===== src/rtl/stepper_move_if.sv =====
// Command and status bundle between a motion host and stepper_move_ctrl.
// The host drives the master side and the controller uses the slave side.
interface stepper_move_if #(
  parameter int CNT_W = 16,
  parameter int PER_W = 16
);
  logic             start;
  logic             abort;
  logic             dir_in;
  logic             full_step_in;
  logic [CNT_W-1:0] target_steps;
  logic [PER_W-1:0] start_period;
  logic [PER_W-1:0] cruise_period;
  logic             step_pulse;
  logic             dir;
  logic             step;
  logic             turn_on;
  logic             busy;
  logic             done;
  logic             aborted;
  logic [CNT_W-1:0] steps_done;

  modport master (
    output start, abort, dir_in, full_step_in, target_steps, start_period, cruise_period,
    input  step_pulse, dir, step, turn_on, busy, done, aborted, steps_done
  );

  modport slave (
    input  start, abort, dir_in, full_step_in, target_steps, start_period, cruise_period,
    output step_pulse, dir, step, turn_on, busy, done, aborted, steps_done
  );
endinterface


===== src/rtl/stepper_move_ctrl.sv =====
// Stepper move controller: runs one N-step move with a trapezoidal step-period
// profile and drives per-step strobes plus dir/step/turn_on to the phase sequencer.
module stepper_move_ctrl #(
  parameter int CNT_W     = 16,
  parameter int PER_W     = 16,
  parameter int ACCEL_DEC = 2,
  parameter int HOLD_CLKS = 1000
) (
  input logic           clk,
  input logic           rst,
  stepper_move_if.slave bus
);

  localparam int HOLD_W = (HOLD_CLKS > 0) ? $clog2(HOLD_CLKS + 1) : 1;
  localparam logic [PER_W:0]    DEC_W     = (PER_W + 1)'(ACCEL_DEC);
  localparam logic [PER_W-1:0]  DEC_P     = PER_W'(ACCEL_DEC);
  localparam logic [HOLD_W-1:0] HOLD_LOAD = HOLD_W'(HOLD_CLKS);

  typedef enum logic [2:0] {IDLE, ACCEL, CRUISE, DECEL, DONE} state_t;

  state_t            state, state_n;
  logic [PER_W-1:0]  timer, timer_n;
  logic [PER_W-1:0]  cur_per, cur_per_n;
  logic [PER_W-1:0]  start_per, start_per_n;
  logic [PER_W-1:0]  cruise_per, cruise_per_n;
  logic [CNT_W-1:0]  remaining, remaining_n;
  logic [CNT_W-1:0]  accel_cnt, accel_cnt_n;
  logic [CNT_W-1:0]  steps_done, steps_done_n;
  logic [CNT_W-1:0]  rem_dec, clamp;
  logic [HOLD_W-1:0] hold_cnt, hold_cnt_n;
  logic              step_pulse, step_pulse_n;
  logic              dir, dir_n;
  logic              step, step_n;
  logic              turn_on, turn_on_n;
  logic              busy, busy_n;
  logic              done, done_n;
  logic              aborted, aborted_n;
  logic              abort_flag, abort_flag_n;
  logic [PER_W-1:0]  sp_in, cp_in, per_up, per_dn;
  logic [PER_W:0]    per_sum;

  // A zero period would stall the timer, so it is promoted to one clock.
  assign sp_in = (bus.start_period == '0) ? PER_W'(1) : bus.start_period;
  assign cp_in = (bus.cruise_period == '0) ? PER_W'(1) : bus.cruise_period;

  // Period ramps saturate at the latched limits; widened compares avoid wrap.
  assign per_sum = {1'b0, cur_per} + DEC_W;
  assign per_up  = (per_sum >= {1'b0, start_per}) ? start_per : per_sum[PER_W-1:0];
  assign per_dn  = ({1'b0, cur_per} >= ({1'b0, cruise_per} + DEC_W)) ? (cur_per - DEC_P)
                                                                      : cruise_per;

  assign rem_dec = remaining - 1'b1;

  always_comb begin
    state_n      = state;
    timer_n      = timer;
    cur_per_n    = cur_per;
    start_per_n  = start_per;
    cruise_per_n = cruise_per;
    remaining_n  = remaining;
    accel_cnt_n  = accel_cnt;
    steps_done_n = steps_done;
    hold_cnt_n   = hold_cnt;
    step_pulse_n = 1'b0;
    dir_n        = dir;
    step_n       = step;
    turn_on_n    = turn_on;
    busy_n       = busy;
    done_n       = 1'b0;
    aborted_n    = aborted;
    abort_flag_n = abort_flag;
    clamp        = '0;

    case (state)
      IDLE: begin
        if (hold_cnt != '0) begin
          hold_cnt_n = hold_cnt - 1'b1;
          if (hold_cnt == HOLD_W'(1)) turn_on_n = 1'b0;
        end
        if (bus.start) begin
          dir_n        = bus.dir_in;
          step_n       = bus.full_step_in;
          start_per_n  = sp_in;
          cruise_per_n = (cp_in >= sp_in) ? sp_in : cp_in;
          cur_per_n    = sp_in;
          timer_n      = sp_in;
          remaining_n  = bus.target_steps;
          accel_cnt_n  = '0;
          steps_done_n = '0;
          busy_n       = 1'b1;
          turn_on_n    = 1'b1;
          hold_cnt_n   = '0;
          aborted_n    = 1'b0;
          abort_flag_n = 1'b0;
          if (bus.target_steps == '0) state_n = DONE;
          else if (cp_in >= sp_in)    state_n = CRUISE;
          else                        state_n = ACCEL;
        end
      end

      ACCEL, CRUISE, DECEL: begin
        if (timer == PER_W'(1)) begin
          step_pulse_n = 1'b1;
          steps_done_n = steps_done + 1'b1;
          remaining_n  = rem_dec;
          if (rem_dec == '0) begin
            state_n = DONE;
          end else if (state != DECEL && rem_dec <= accel_cnt) begin
            state_n   = DECEL;
            cur_per_n = per_up;
          end else if (state == ACCEL) begin
            accel_cnt_n = accel_cnt + 1'b1;
            cur_per_n   = per_dn;
            if (per_dn == cruise_per) state_n = CRUISE;
          end else if (state == DECEL) begin
            cur_per_n = per_up;
          end
          timer_n = cur_per_n;
        end else begin
          timer_n = timer - 1'b1;
        end

        // Abort keeps just enough steps (the in-progress one included) to ramp down.
        if (bus.abort && state != DECEL && state_n != DONE) begin
          clamp        = (accel_cnt_n == '0) ? CNT_W'(1) : accel_cnt_n;
          abort_flag_n = 1'b1;
          state_n      = DECEL;
          if (remaining_n > clamp) remaining_n = clamp;
        end
      end

      DONE: begin
        done_n     = 1'b1;
        busy_n     = 1'b0;
        aborted_n  = abort_flag;
        hold_cnt_n = HOLD_LOAD;
        turn_on_n  = (HOLD_CLKS != 0);
        state_n    = IDLE;
      end

      default: state_n = IDLE;
    endcase
  end

  always_ff @(posedge clk) begin
    if (rst) begin
      state      <= IDLE;
      timer      <= '0;
      cur_per    <= '0;
      start_per  <= '0;
      cruise_per <= '0;
      remaining  <= '0;
      accel_cnt  <= '0;
      steps_done <= '0;
      hold_cnt   <= '0;
      step_pulse <= 1'b0;
      dir        <= 1'b0;
      step       <= 1'b0;
      turn_on    <= 1'b0;
      busy       <= 1'b0;
      done       <= 1'b0;
      aborted    <= 1'b0;
      abort_flag <= 1'b0;
    end else begin
      state      <= state_n;
      timer      <= timer_n;
      cur_per    <= cur_per_n;
      start_per  <= start_per_n;
      cruise_per <= cruise_per_n;
      remaining  <= remaining_n;
      accel_cnt  <= accel_cnt_n;
      steps_done <= steps_done_n;
      hold_cnt   <= hold_cnt_n;
      step_pulse <= step_pulse_n;
      dir        <= dir_n;
      step       <= step_n;
      turn_on    <= turn_on_n;
      busy       <= busy_n;
      done       <= done_n;
      aborted    <= aborted_n;
      abort_flag <= abort_flag_n;
    end
  end

  assign bus.step_pulse = step_pulse;
  assign bus.dir        = dir;
  assign bus.step       = step;
  assign bus.turn_on    = turn_on;
  assign bus.busy       = busy;
  assign bus.done       = done;
  assign bus.aborted    = aborted;
  assign bus.steps_done = steps_done;

endmodule

===== src/flat_wrapper.sv =====
// flat-port wrapper written by rule: the top's interface ports become plain ports
module stepper_move_ctrl_flat 
#(
  parameter int CNT_W     = 16,
  parameter int PER_W     = 16,
  parameter int ACCEL_DEC = 2,
  parameter int HOLD_CLKS = 1000
)
  (clk, rst, bus_start, bus_abort, bus_dir_in, bus_full_step_in, bus_target_steps, bus_start_period, bus_cruise_period, bus_step_pulse, bus_dir, bus_step, bus_turn_on, bus_busy, bus_done, bus_aborted, bus_steps_done);
  stepper_move_if #(.CNT_W(CNT_W), .PER_W(PER_W)) bus_i ();
  input logic clk;
  input logic rst;
  input wire logic [$bits(bus_i.start)-1:0] bus_start;
  input wire logic [$bits(bus_i.abort)-1:0] bus_abort;
  input wire logic [$bits(bus_i.dir_in)-1:0] bus_dir_in;
  input wire logic [$bits(bus_i.full_step_in)-1:0] bus_full_step_in;
  input wire logic [$bits(bus_i.target_steps)-1:0] bus_target_steps;
  input wire logic [$bits(bus_i.start_period)-1:0] bus_start_period;
  input wire logic [$bits(bus_i.cruise_period)-1:0] bus_cruise_period;
  output wire logic [$bits(bus_i.step_pulse)-1:0] bus_step_pulse;
  output wire logic [$bits(bus_i.dir)-1:0] bus_dir;
  output wire logic [$bits(bus_i.step)-1:0] bus_step;
  output wire logic [$bits(bus_i.turn_on)-1:0] bus_turn_on;
  output wire logic [$bits(bus_i.busy)-1:0] bus_busy;
  output wire logic [$bits(bus_i.done)-1:0] bus_done;
  output wire logic [$bits(bus_i.aborted)-1:0] bus_aborted;
  output wire logic [$bits(bus_i.steps_done)-1:0] bus_steps_done;
  assign bus_i.start = bus_start;
  assign bus_i.abort = bus_abort;
  assign bus_i.dir_in = bus_dir_in;
  assign bus_i.full_step_in = bus_full_step_in;
  assign bus_i.target_steps = bus_target_steps;
  assign bus_i.start_period = bus_start_period;
  assign bus_i.cruise_period = bus_cruise_period;
  assign bus_step_pulse = bus_i.step_pulse;
  assign bus_dir = bus_i.dir;
  assign bus_step = bus_i.step;
  assign bus_turn_on = bus_i.turn_on;
  assign bus_busy = bus_i.busy;
  assign bus_done = bus_i.done;
  assign bus_aborted = bus_i.aborted;
  assign bus_steps_done = bus_i.steps_done;
  stepper_move_ctrl #(.CNT_W(CNT_W), .PER_W(PER_W), .ACCEL_DEC(ACCEL_DEC), .HOLD_CLKS(HOLD_CLKS)) u_core (.clk(clk), .rst(rst), .bus(bus_i));
endmodule

===== config.mk =====
export PLATFORM = sky130hd
export DESIGN_NAME = stepper_move_ctrl_flat
export DESIGN_NICKNAME = d
export VERILOG_FILES = /design/src/rtl/stepper_move_if.sv /design/src/rtl/stepper_move_ctrl.sv /design/src/flat_wrapper.sv
export SDC_FILE = /design/constraint.sdc
export NUM_CORES = 1
export LEC_CHECK = 0
export CORE_UTILIZATION = 35
export CTS_CLUSTER_DIAMETER = 30
export DETAILED_ROUTE_END_ITERATION = 10
export PLACE_DENSITY = 0.54
export SLEW_MARGIN = 20
export SYNTH_ARGS = -nofsm -noshare
export SYNTH_HDL_FRONTEND = slang
export SYNTH_SLANG_ARGS = --single-unit

===== constraint.sdc =====
create_clock -name clk -period 17.2 [get_ports clk]
set_clock_uncertainty 0.1 [all_clocks]
set_input_delay 3.44 -clock clk [delete_from_list [all_inputs] [get_ports clk]]
set_output_delay 3.44 -clock clk [all_outputs]
set_load 0.005 [all_outputs]

==> summary.md, run 1 <==
| Metric | Value |
|---|---|
| Synth unique cells | 85 |
| Setup Fix Bufs, Post-CTS | 0 |
| CTS tree | yes |
| Root buffer cell | clkbuf_16 |
| CP dominant cell by count | ha_1 |
| Num ports | 77 |
| Worst EP arrival | 7.75 ns |
| Headroom to the max-slew limit | 31.80% |
| Placeable core area | 0.03262 sq mm |
| Detailed Routing Iterations Pass 1 | 5 |
| N_diodes | 0 |
| Synthesized area per cell | 7.384 sq um |
| Most used DFF post-synth | dfxtp_1 |
| Post-Synthesis Cells | 1574 |
| CP Capture Type | register |
| Clk slew on worst S/H paths | 0.06 ns |
| Max incr delay on CP | 0.79 ns |
| Syn. warnings | 0 |
| DRC violations left | 0 |
| Area growth from synthesis to layout | 13.73% |
| RSZ-0062 raised after global routing | false |
| PwrDens | 233.4 mW/mm^2 |
| Seq/Total Area, Yosys | 22.91% |
| Clock buffer count from CTS | 17 |
| Final-report max-slew violation count | 0 |
| Largest net degree at the start of global routing | 62 |
| Die Span Y | 184.2 microns |
| Post-synth net total | 1719 |
| Vias in the first global route | 11300 |
| Critical path class | register to register |
| Final WL | 44050 microns |
| VDD IR max | 0.1199 mV |
| Vias post-DR | 11940 |
| Cts repair resizes | 0 |
| Nets | 1714 |
| Post-Place Cell Area | 0.01264 sq mm |
| Final Critical Period | 7.542 ns |
| Worst path required time | 17.41 ns |
| Ys async rst share | 0% |
| Iteration-0 DRC Markers | 1155 |
| Fill cells | 3392 |
| DR vias/cell | 5.898 |
| F_max | 0.1326 GHz |
| Setup TNS | 0 ns |
| Final instance area | 0.01322 sq mm |
| Antenna violations before repair | 1 |
| Area contributors post-synth | dfxtp_1 (23%), ha_1 (9.8%), nand2_1 (5.3%), a21oi_1 (5.1%), nor2_1 (4.8%) |
| Least-Margin Pin Slew | 1.019 ns |
| Port Buffers | 76 |
| Die X | 184.2 microns |
| DPL Wire Length | 32580 microns |
| Initial Utilization | 35.63% |
| DRT antenna net count | 0 |
| H-Tree Level Count | 4 |
| Bufs and invs on worst path | 1 |
| Total gr overflow | 0 |
| Static leakage | 5.148 nW |
| Top-area cell type share of the netlist area | 22.91% |
| # Max-Cap Violations | 0 |
| Gr usage total | 26.25% |
| Final Hold Fails | 0 |
| Clock insertion delay at the later pin of the skew report | 0.43 ns |
| Area of the multi-input gates | 0.008200 sq mm |
| Slowest-stage cell, CP | a2111oi_0 |
| Synth area leader | dfxtp_1 |
| CP max FO | 31 |
| Period utilization | 43.85% |
| Clock Sinks | 133 |
| Post-synth EDFFs | 0 |
| Deepest clock path buffer count | 2 |
| Layout cell share with drive strength beyond 1 | 5.879% |
| Syn Std Cell Area | 0.01162 sq mm |
| First-pass GRT wire length | 67630 microns |
| Final setup fails | 0 |
| Hold crit path type | register to register |
| Rows | 66 |
| Hold-fix buffers, CTS | 0 |
| Final Wtd Congestion | 0.9633 |
| Top delay family on crit path | simple AND/OR/NAND/NOR gates |
| FF/Latch Area | 0.002663 sq mm |
| Die area | 0.03394 sq mm |
| Register bit total from synthesis | 133 |
| DR WL/cell | 21.77 microns |
| Result of the run | finished, final reports clean |
| Startpoint Class | register |
[power breakdown]
| part | internal (W) | leakage [nW] | switching (W) | total (W) |
|---|---|---|---|---|
| logic | 0.000738 | 3.77 | 0.00138 | 0.00211 |
| registers | 0.000399 | 1.09 | 0.000199 | 0.000598 |
| clock network | 0.000216 | 0.283 | 0.000157 | 0.000373 |
[metrics by stage]
stage	hold slack (ns)	power [W]	utilization (%)	std cells	setup WS, ns
finish	0.3537	0.003084	40.52	2024	9.658
global route	0.3875	0.003301	40.52	2024	9.031
CTS	0.3584	0.003038	40.52	2024	9.899
detailed placement	0.3498	0.002655	38.74	1992	9.872
global placement	0.3446	0.002650	38.71	1991	9.642
floorplan	0.3363	0.001986	-	1574	10.41
[final timing paths]
kind	from	end	slack (ns)	cells past startpoint
max	u_core.remaining[0]$_SDFFE_PP0P_	u_core.remaining[13]$_SDFFE_PP0P_	9.66	27
min	u_core.bus.dir$_SDFFE_PP0P_	u_core.bus.dir$_SDFFE_PP0P_	0.35	2
max reg2reg	u_core.remaining[0]$_SDFFE_PP0P_	u_core.remaining[13]$_SDFFE_PP0P_	9.66	27
min reg2reg	u_core.bus.dir$_SDFFE_PP0P_	u_core.bus.dir$_SDFFE_PP0P_	0.35	2
[tightest hold or removal path, stage by stage, from the launching register on]
cell and delay [ns]:
dfxtp_1 0.31, nand2_1 0.05, a21oi_1 0.05
[final cells by class]
| class | count | share of cell area (%) |
|---|---|---|
| Timing Repair Buffer | 101 | 7.166 |
| Clock buffer | 19 | 3.275 |
| Multi-Input combinational cell | 1243 | 62.04 |
| Sequential cell | 133 | 20.14 |
| Inverter | 73 | 2.073 |
| Tap cell | 442 | 4.184 |
| Clock inverter | 13 | 1.117 |
[layer usage]
metal,share of wire [%],GRT usage [%],vias to the layer above
li1,-,-,5703
met1,46,36.03,5655
met2,43,39.82,497
met3,7.8,5.355,82
met4,3.1,10.57,0
met5,0,0,-
[cell usage after synthesis (5+ instances only)]
| cell type | n |
|---|---|
| a2111oi_0 | 8 |
| a211oi_1 | 22 |
| a21o_1 | 18 |
| a21oi_1 | 119 |
| a22oi_1 | 10 |
| a311o_1 | 13 |
| a31oi_1 | 18 |
| and3_1 | 18 |
| and4_1 | 6 |
| buf_1 | 15 |
| buf_6 | 6 |
| clkbuf_1 | 101 |
| dfxtp_1 | 133 |
| ha_1 | 91 |
| inv_1 | 71 |
| mux2_2 | 7 |
| mux2i_1 | 36 |
| nand2_1 | 163 |
| nand2b_1 | 12 |
| nand3_1 | 55 |
| nand4_1 | 28 |
| nor2_1 | 150 |
| nor2b_1 | 5 |
| nor3_1 | 55 |
| nor4_1 | 33 |
| nor4b_1 | 6 |
| o211a_1 | 8 |
| o211ai_1 | 8 |
| o21a_1 | 11 |
| o21ai_0 | 90 |
| o22ai_1 | 18 |
| o31ai_1 | 6 |
| o41ai_1 | 6 |
| or2_2 | 7 |
| or3_1 | 11 |
| or4_1 | 6 |
| xnor2_1 | 58 |
| xor2_1 | 58 |
[cells by family (layout without fill, tap and decap cells)]
logic type | count (synthesis) | count (layout) | share of synthesized area (%)
AOI/OAI and AO/OA | 410 | 410 | 23.36
xor gates and xnor gates | 117 | 117 | 8.935
adders and majority gates | 91 | 91 | 9.797
buffers and inverters | 198 | 206 | 6.814
DFF | 133 | 133 | 22.91
muxes | 43 | 43 | 3.779
and+or+nand+nor | 582 | 582 | 24.41
[layout by cell type, fill, tap and decap left out, types with 7 or more instances in the layout]
cell / instances
or3_1: 11
or2_2: 7
nand4_1: 28
nor2_1: 146
nor3_1: 55
a22oi_1: 10
xor2_1: 58
a21o_1: 18
o21a_1: 11
xnor2_1: 58
buf_4: 24
a31oi_1: 18
nand2b_1: 12
nor4_1: 33
mux2_2: 7
ha_1: 91
o21ai_0: 90
o211ai_1: 8
inv_1: 71
o211a_1: 8
a311o_1: 13
a211oi_1: 22
mux2i_1: 36
and3_1: 18
o22ai_1: 18
a2111oi_0: 8
dfxtp_1: 133
clkbuf_16: 17
clkdlybuf4s50_1: 75
nand3_1: 55
a21oi_1: 119
nand2_1: 163
[sequential cells by signal (all words and copies together) (netlist names), 3 cells and up]
name / cells
u_core.state: 3
u_core.start_per: 16
u_core.timer: 16
u_core.hold_cnt: 10
u_core.accel_cnt: 16
u_core.bus.steps_done: 16
u_core.cruise_per: 16
u_core.cur_per: 16
u_core.remaining: 16
Power figures use the tool's default switching activity.
==> inputs of run 2 (changes only) <==
==> constraint.sdc (replaced) <==
create_clock -name clk -period 7.3 [get_ports clk]
set_clock_uncertainty 0.1 [all_clocks]
set_input_delay 1.46 -clock clk [delete_from_list [all_inputs] [get_ports clk]]
set_output_delay 1.46 -clock clk [all_outputs]
set_load 0.005 [all_outputs]
==> summary.md, run 2 (synthesis gave the netlist of run 1 again) <==
| Metric | Value |
|---|---|
| DPL Wire Length | 32610 microns |
| Final Critical Period | 6.738 ns |
| Switching share of total power | 54.33% |
| Startpoint Class | register |
| Worst Hold End | u_core.bus.step$_SDFFE_PP0P_ |
| Clock power frac | 13.1% |
| Register-to-register setup slack | 0.56 ns |
| Period utilization | 92.30% |
| Detailed Routing Iterations Pass 1 | 5 |
| Clock insertion delay at the later pin of the skew report | 0.43 ns |
| Die X | 184.2 microns |
| Die area | 0.03394 sq mm |
| Placeable core area | 0.03262 sq mm |
| N_diodes | 0 |
| Static leakage | 5.190 nW |
| Clock buffer count from CTS | 17 |
| PwrDens | 544.3 mW/mm^2 |
| DR WL/cell | 21.60 microns |
| P_sw | 0.003935 W |
| Headroom to the max-slew limit | 30.18% |
| Vias in the first global route | 11170 |
| CTS tree | yes |
| H-Tree Level Count | 4 |
| Hold-fix buffers, CTS | 0 |
| Final instance area | 0.01331 sq mm |
| # Max-Cap Violations | 0 |
| Port Buffers | 76 |
| DRC violations left | 0 |
| CP max FO | 31 |
| Worst EP arrival | 6.95 ns |
| Area of the multi-input gates | 0.008200 sq mm |
| Hold Path Depth | 2 |
| Final setup fails | 0 |
| Comb power frac | 67.9% |
| Iteration-0 DRC Markers | 1116 |
| Slowest-stage cell, CP | a2111oi_0 |
| Setup Fix Bufs, Post-CTS | 0 |
| P_int | 0.003308 W |
| F_max | 0.1484 GHz |
| Worst R2R Path Depth | 30 |
| Final Hold Fails | 0 |
| Flop pwr share | 19.0% |
| Fill cells | 3422 |
| Hold crit path type | register to register |
| Critical path class | register to register |
| Place WS | 0.6320 ns |
| Die Span Y | 184.2 microns |
| Gr usage total | 26.00% |
| Antenna violations before repair | 0 |
| DRT antenna net count | 0 |
| Commonest non-fill, non-tap cell in the layout | nand2_1 |
| Final Wtd Congestion | 0.9529 |
| Tot Pwr | 0.007243 W |
| CP Capture Type | register |
| Rows | 66 |
| Result of the run | finished, final reports clean |
| Num ports | 77 |
| First-pass GRT wire length | 67260 microns |
| Setup TNS | 0 ns |
| Root buffer cell | clkbuf_16 |
| Max incr delay on CP | 0.62 ns |
| DR vias/cell | 5.895 |
| R2r startpoint | u_core.remaining[1]$_SDFFE_PP0P_ |
| Post-Place Cell Area | 0.01268 sq mm |
| Core Util, Final | 40.80% |
| Area growth from synthesis to layout | 14.50% |
| Deepest clock path buffer count | 2 |
| CP dominant cell by count | ha_1 |
| VDD IR max | 0.2348 mV |
| Final worst slack | 0.5621 ns |
| Cts repair resizes | 0 |
| Clock Sinks | 133 |
| Hold path start | u_core.bus.step$_SDFFE_PP0P_ |
| Final WL | 43790 microns |
| Most frequent cells in the layout | nand2_1 (163), nor2_1 (146), dfxtp_1 (133) |
| Initial Utilization | 35.63% |
| Worst path required time | 7.52 ns |
| Nets | 1718 |
| Total gr overflow | 0 |
| Layout cell share with drive strength beyond 1 | 6.120% |
| Vias post-DR | 11950 |
| RSZ-0062 raised after global routing | false |
| Least-Margin Pin Slew | 1.044 ns |
| Largest net degree at the start of global routing | 59 |
| Clk slew on worst S/H paths | 0.06 ns |
| RR Endpoint | u_core.remaining[15]$_SDFFE_PP0P_ |
| Final-report max-slew violation count | 0 |
| FF/Latch Area | 0.002663 sq mm |
## run 2: cell count changes in the layout (fill, tap and decap cells not counted)
| cell | delta |
|---|---|
| buf_12 | +1 |
| buf_4 | +4 |
| buf_6 | -1 |
| bufinv_16 | +2 |
| clkbuf_1 | -1 |
| clkbuf_8 | +2 |
| clkinv_2 | -1 |
| clkinvlp_4 | +1 |
| inv_6 | -4 |
## run 2: worst max-delay path, delay by kind of cell (launching register included)
kind	cells	cell delay, ns
and+or+nand+nor	13	2.39
AOI/OAI and AO/OA	9	2.06
adders and majority gates	3	0.86
buffers and inverters	3	0.50
DFF	1	0.38
xor gates and xnor gates	2	0.36
## run 2: power by group through the flow
stage / sequential (W) / combinational [W] / clock, W
after floorplan: 0.00109 / 0.00359 / 0
after global routing: 0.00140 / 0.00536 / 0.000994
after global placement: 0.00137 / 0.00480 / 0
after CTS: 0.00136 / 0.00483 / 0.000966
final: 0.00138 / 0.00492 / 0.000950
after detailed placement: 0.00137 / 0.00479 / 0
## run 2: per-layer routing
metal | vias up | routed length (microns) | global-route usage (%) | share of wire (%)
li1 | 5686 | - | - | -
met1 | 5737 | 20460 | 37.02 | 47
met2 | 468 | 19060 | 39.71 | 44
met3 | 59 | 3139 | 4.189 | 7.2
met4 | 0 | 1132 | 8.100 | 2.6
met5 | - | 0 | 0 | 0
## run 2: layout make-up
type / count / share of cell area (%)
Timing Repair Buffer: 105 / 7.409
Clock buffer: 20 / 3.432
Sequential cell: 133 / 20.01
Inverter: 73 / 2.059
Multi-Input combinational cell: 1243 / 61.62
Clock inverter: 11 / 1.316
Tap cell: 442 / 4.156
## run 2: worst max-delay path by stage
stage | start | end | slack (ns)
CTS | u_core.remaining[1]$_SDFFE_PP0P_ | u_core.remaining[15]$_SDFFE_PP0P_ | 0.59
floorplan | u_core.remaining[0]$_SDFFE_PP0P_ | u_core.remaining[2]$_SDFFE_PP0P_ | 1.38
global placement | u_core.remaining[1]$_SDFFE_PP0P_ | u_core.remaining[15]$_SDFFE_PP0P_ | 0.76
finish | u_core.remaining[1]$_SDFFE_PP0P_ | u_core.remaining[15]$_SDFFE_PP0P_ | 0.56
global route | u_core.remaining[1]$_SDFFE_PP0P_ | u_core.remaining[15]$_SDFFE_PP0P_ | 0.05
detailed placement | u_core.remaining[1]$_SDFFE_PP0P_ | u_core.remaining[15]$_SDFFE_PP0P_ | 0.63
## run 2: per-stage QoR
stage / hold WS (ns) / cells
finish: 0.3554 / 2027
detailed placement: 0.3500 / 1996
global route: 0.3918 / 2027
floorplan: 0.3363 / 1574
CTS: 0.3616 / 2027
global placement: 0.3439 / 1996
==> inputs of run 3 (changes only) <==
--- a/config.mk
+++ b/config.mk
@@ -9,7 +9,7 @@
 export CTS_CLUSTER_DIAMETER = 30
 export DETAILED_ROUTE_END_ITERATION = 10
 export PLACE_DENSITY = 0.54
-export SLEW_MARGIN = 20
+export SLEW_MARGIN = 30
 export SYNTH_ARGS = -nofsm -noshare
 export SYNTH_HDL_FRONTEND = slang
 export SYNTH_SLANG_ARGS = --single-unit
==> summary.md, run 3 (synthesis gave the netlist of run 1 again) <==
| Metric | Value |
|---|---|
| Result of the run | finished, final reports clean |
| Final Critical Period | 6.784 ns |
| Hold path start | u_core.bus.step$_SDFFE_PP0P_ |
| Largest net degree at the start of global routing | 59 |
| Final Wtd Congestion | 0.9529 |
| Antenna violations before repair | 0 |
| H-Tree Level Count | 4 |
| Worst R2R Path Depth | 30 |
| Worst Hold End | u_core.bus.step$_SDFFE_PP0P_ |
| F_max | 0.1474 GHz |
| Port Buffers | 76 |
| Root buffer cell | clkbuf_16 |
| FF/Latch Area | 0.002663 sq mm |
| Hold Path Depth | 2 |
| Vias in the first global route | 11160 |
| Final-report max-slew violation count | 0 |
| Post-Place Cell Area | 0.01268 sq mm |
| Most frequent cells in the layout | nand2_1 (163), nor2_1 (145), dfxtp_1 (133) |
| Die Span Y | 184.2 microns |
| Gr usage total | 25.95% |
| Startpoint Class | register |
| Register-to-register setup slack | 0.52 ns |
| # Max-Cap Violations | 0 |
| DRC violations left | 0 |
| Setup TNS | 0 ns |
| Final WL | 43930 microns |
| Detailed Routing Iterations Pass 1 | 5 |
| Clock Sinks | 133 |
| Num ports | 77 |
| Worst EP arrival | 7.01 ns |
| Nets | 1718 |
| Max incr delay on CP | 0.63 ns |
| Area growth from synthesis to layout | 14.45% |
| Placeable core area | 0.03262 sq mm |
| Least-Margin Pin Slew | 0.9695 ns |
| Clock insertion delay at the later pin of the skew report | 0.44 ns |
| Layout cell share with drive strength beyond 1 | 6.116% |
| CP Capture Type | register |
| Slowest-stage cell, CP | nor4_1 |
| N_diodes | 0 |
| DRT antenna net count | 0 |
| Static leakage | 5.179 nW |
| Period utilization | 92.94% |
| DR WL/cell | 21.66 microns |
| Total gr overflow | 0 |
| Worst path required time | 7.53 ns |
| Hold crit path type | register to register |
| First-pass GRT wire length | 67030 microns |
| RSZ-0062 raised after global routing | false |
| Headroom to the max-slew limit | 34.93% |
| DPL Wire Length | 32650 microns |
| Final Hold Fails | 0 |
| CP dominant cell by count | ha_1 |
| Final instance area | 0.01330 sq mm |
| Fill cells | 3425 |
| DR vias/cell | 5.910 |
| Clk slew on worst S/H paths | 0.06 ns |
| Die area | 0.03394 sq mm |
| Clock buffer count from CTS | 17 |
| VDD IR max | 0.2072 mV |
| Final setup fails | 0 |
| RR Endpoint | u_core.remaining[15]$_SDFFE_PP0P_ |
| Die X | 184.2 microns |
| Iteration-0 DRC Markers | 1118 |
| Initial Utilization | 35.63% |
| Rows | 66 |
| Critical path class | register to register |
| Deepest clock path buffer count | 2 |
| Commonest non-fill, non-tap cell in the layout | nand2_1 |
| CTS tree | yes |
| Area of the multi-input gates | 0.008210 sq mm |
| Vias post-DR | 11990 |
| PwrDens | 544.7 mW/mm^2 |
| R2r startpoint | u_core.remaining[1]$_SDFFE_PP0P_ |
| CP max FO | 31 |
## run 3: changes by cell type in the layout (fill, tap and decap cells not counted), sizes merged
cell    change
clkbuf      +1
## run 3: worst max-delay path: cells and delay by family (launching register included)
kind            cells  cell delay (ns)
xor+xnor            2             0.54
compound gates      8             1.37
fa+ha+maj           3             0.86
flops               1             0.38
simple gates       14             2.89
buf+inv             3             0.50
## run 3: what timing repair did
item                                    4_1_cts  5_1_grt
hold buffers                                  0        0
resized for setup                             0        1
endpoints found under the hold margin         0        0
buffers inserted                              0        0
endpoints found under the setup margin        0       14
## run 3: per-stage QoR
step	worst slack (ns)	utilization [%]	instances	total power, W	hold WS [ns]
CTS	0.5278	40.76	2028	0.007137	0.3613
finish	0.5156	40.78	2028	0.007245	0.3554
global placement	0.7560	38.86	1996	0.006165	0.3439
detailed placement	0.5723	38.87	1996	0.006168	0.3500
floorplan	1.381	-	1574	0.004680	0.3363
global route	0.02977	40.78	2028	0.007744	0.3933
## run 3: worst max path at each step
stage          slack (ns)                           endpoint  depth (start not counted)                              from
6_report             0.52  u_core.remaining[15]$_SDFFE_PP0P_                         30  u_core.remaining[1]$_SDFFE_PP0P_
5_1_grt              0.03  u_core.remaining[15]$_SDFFE_PP0P_                         30  u_core.remaining[1]$_SDFFE_PP0P_
4_1_cts              0.53  u_core.remaining[15]$_SDFFE_PP0P_                         30  u_core.remaining[1]$_SDFFE_PP0P_
3_5_place_dp         0.57  u_core.remaining[15]$_SDFFE_PP0P_                         30  u_core.remaining[1]$_SDFFE_PP0P_
3_3_place_gp         0.76  u_core.remaining[15]$_SDFFE_PP0P_                         30  u_core.remaining[1]$_SDFFE_PP0P_
2_1_floorplan        1.38   u_core.remaining[2]$_SDFFE_PP0P_                         32  u_core.remaining[0]$_SDFFE_PP0P_
## run 3: routing by layer
metal	vias to the layer above	wire length [microns]	global-route usage, %
met5	-	0	0
met4	0	1161	9.133
met3	70	3318	4.307
met2	500	18980	39.27
met1	5725	20460	36.79
li1	5691	-	-
## run 3: report_power, final
part | switching (W) | total (W) | internal (W)
Clock | 0.000364 | 0.000938 | 0.000574
Combinational | 0.00316 | 0.00493 | 0.00178
Sequential | 0.000434 | 0.00137 | 0.000941
Total | 0.00395 | 0.00724 | 0.00329
## run 3: area by class of cell
type	instances	share of cell area (%)
clock inverter	11	1.317
timing repair buffer	105	7.412
tap	442	4.158
clock buffer	21	3.311
inverter	73	2.060
sequential	133	20.02
multi-input combinational	1243	61.73
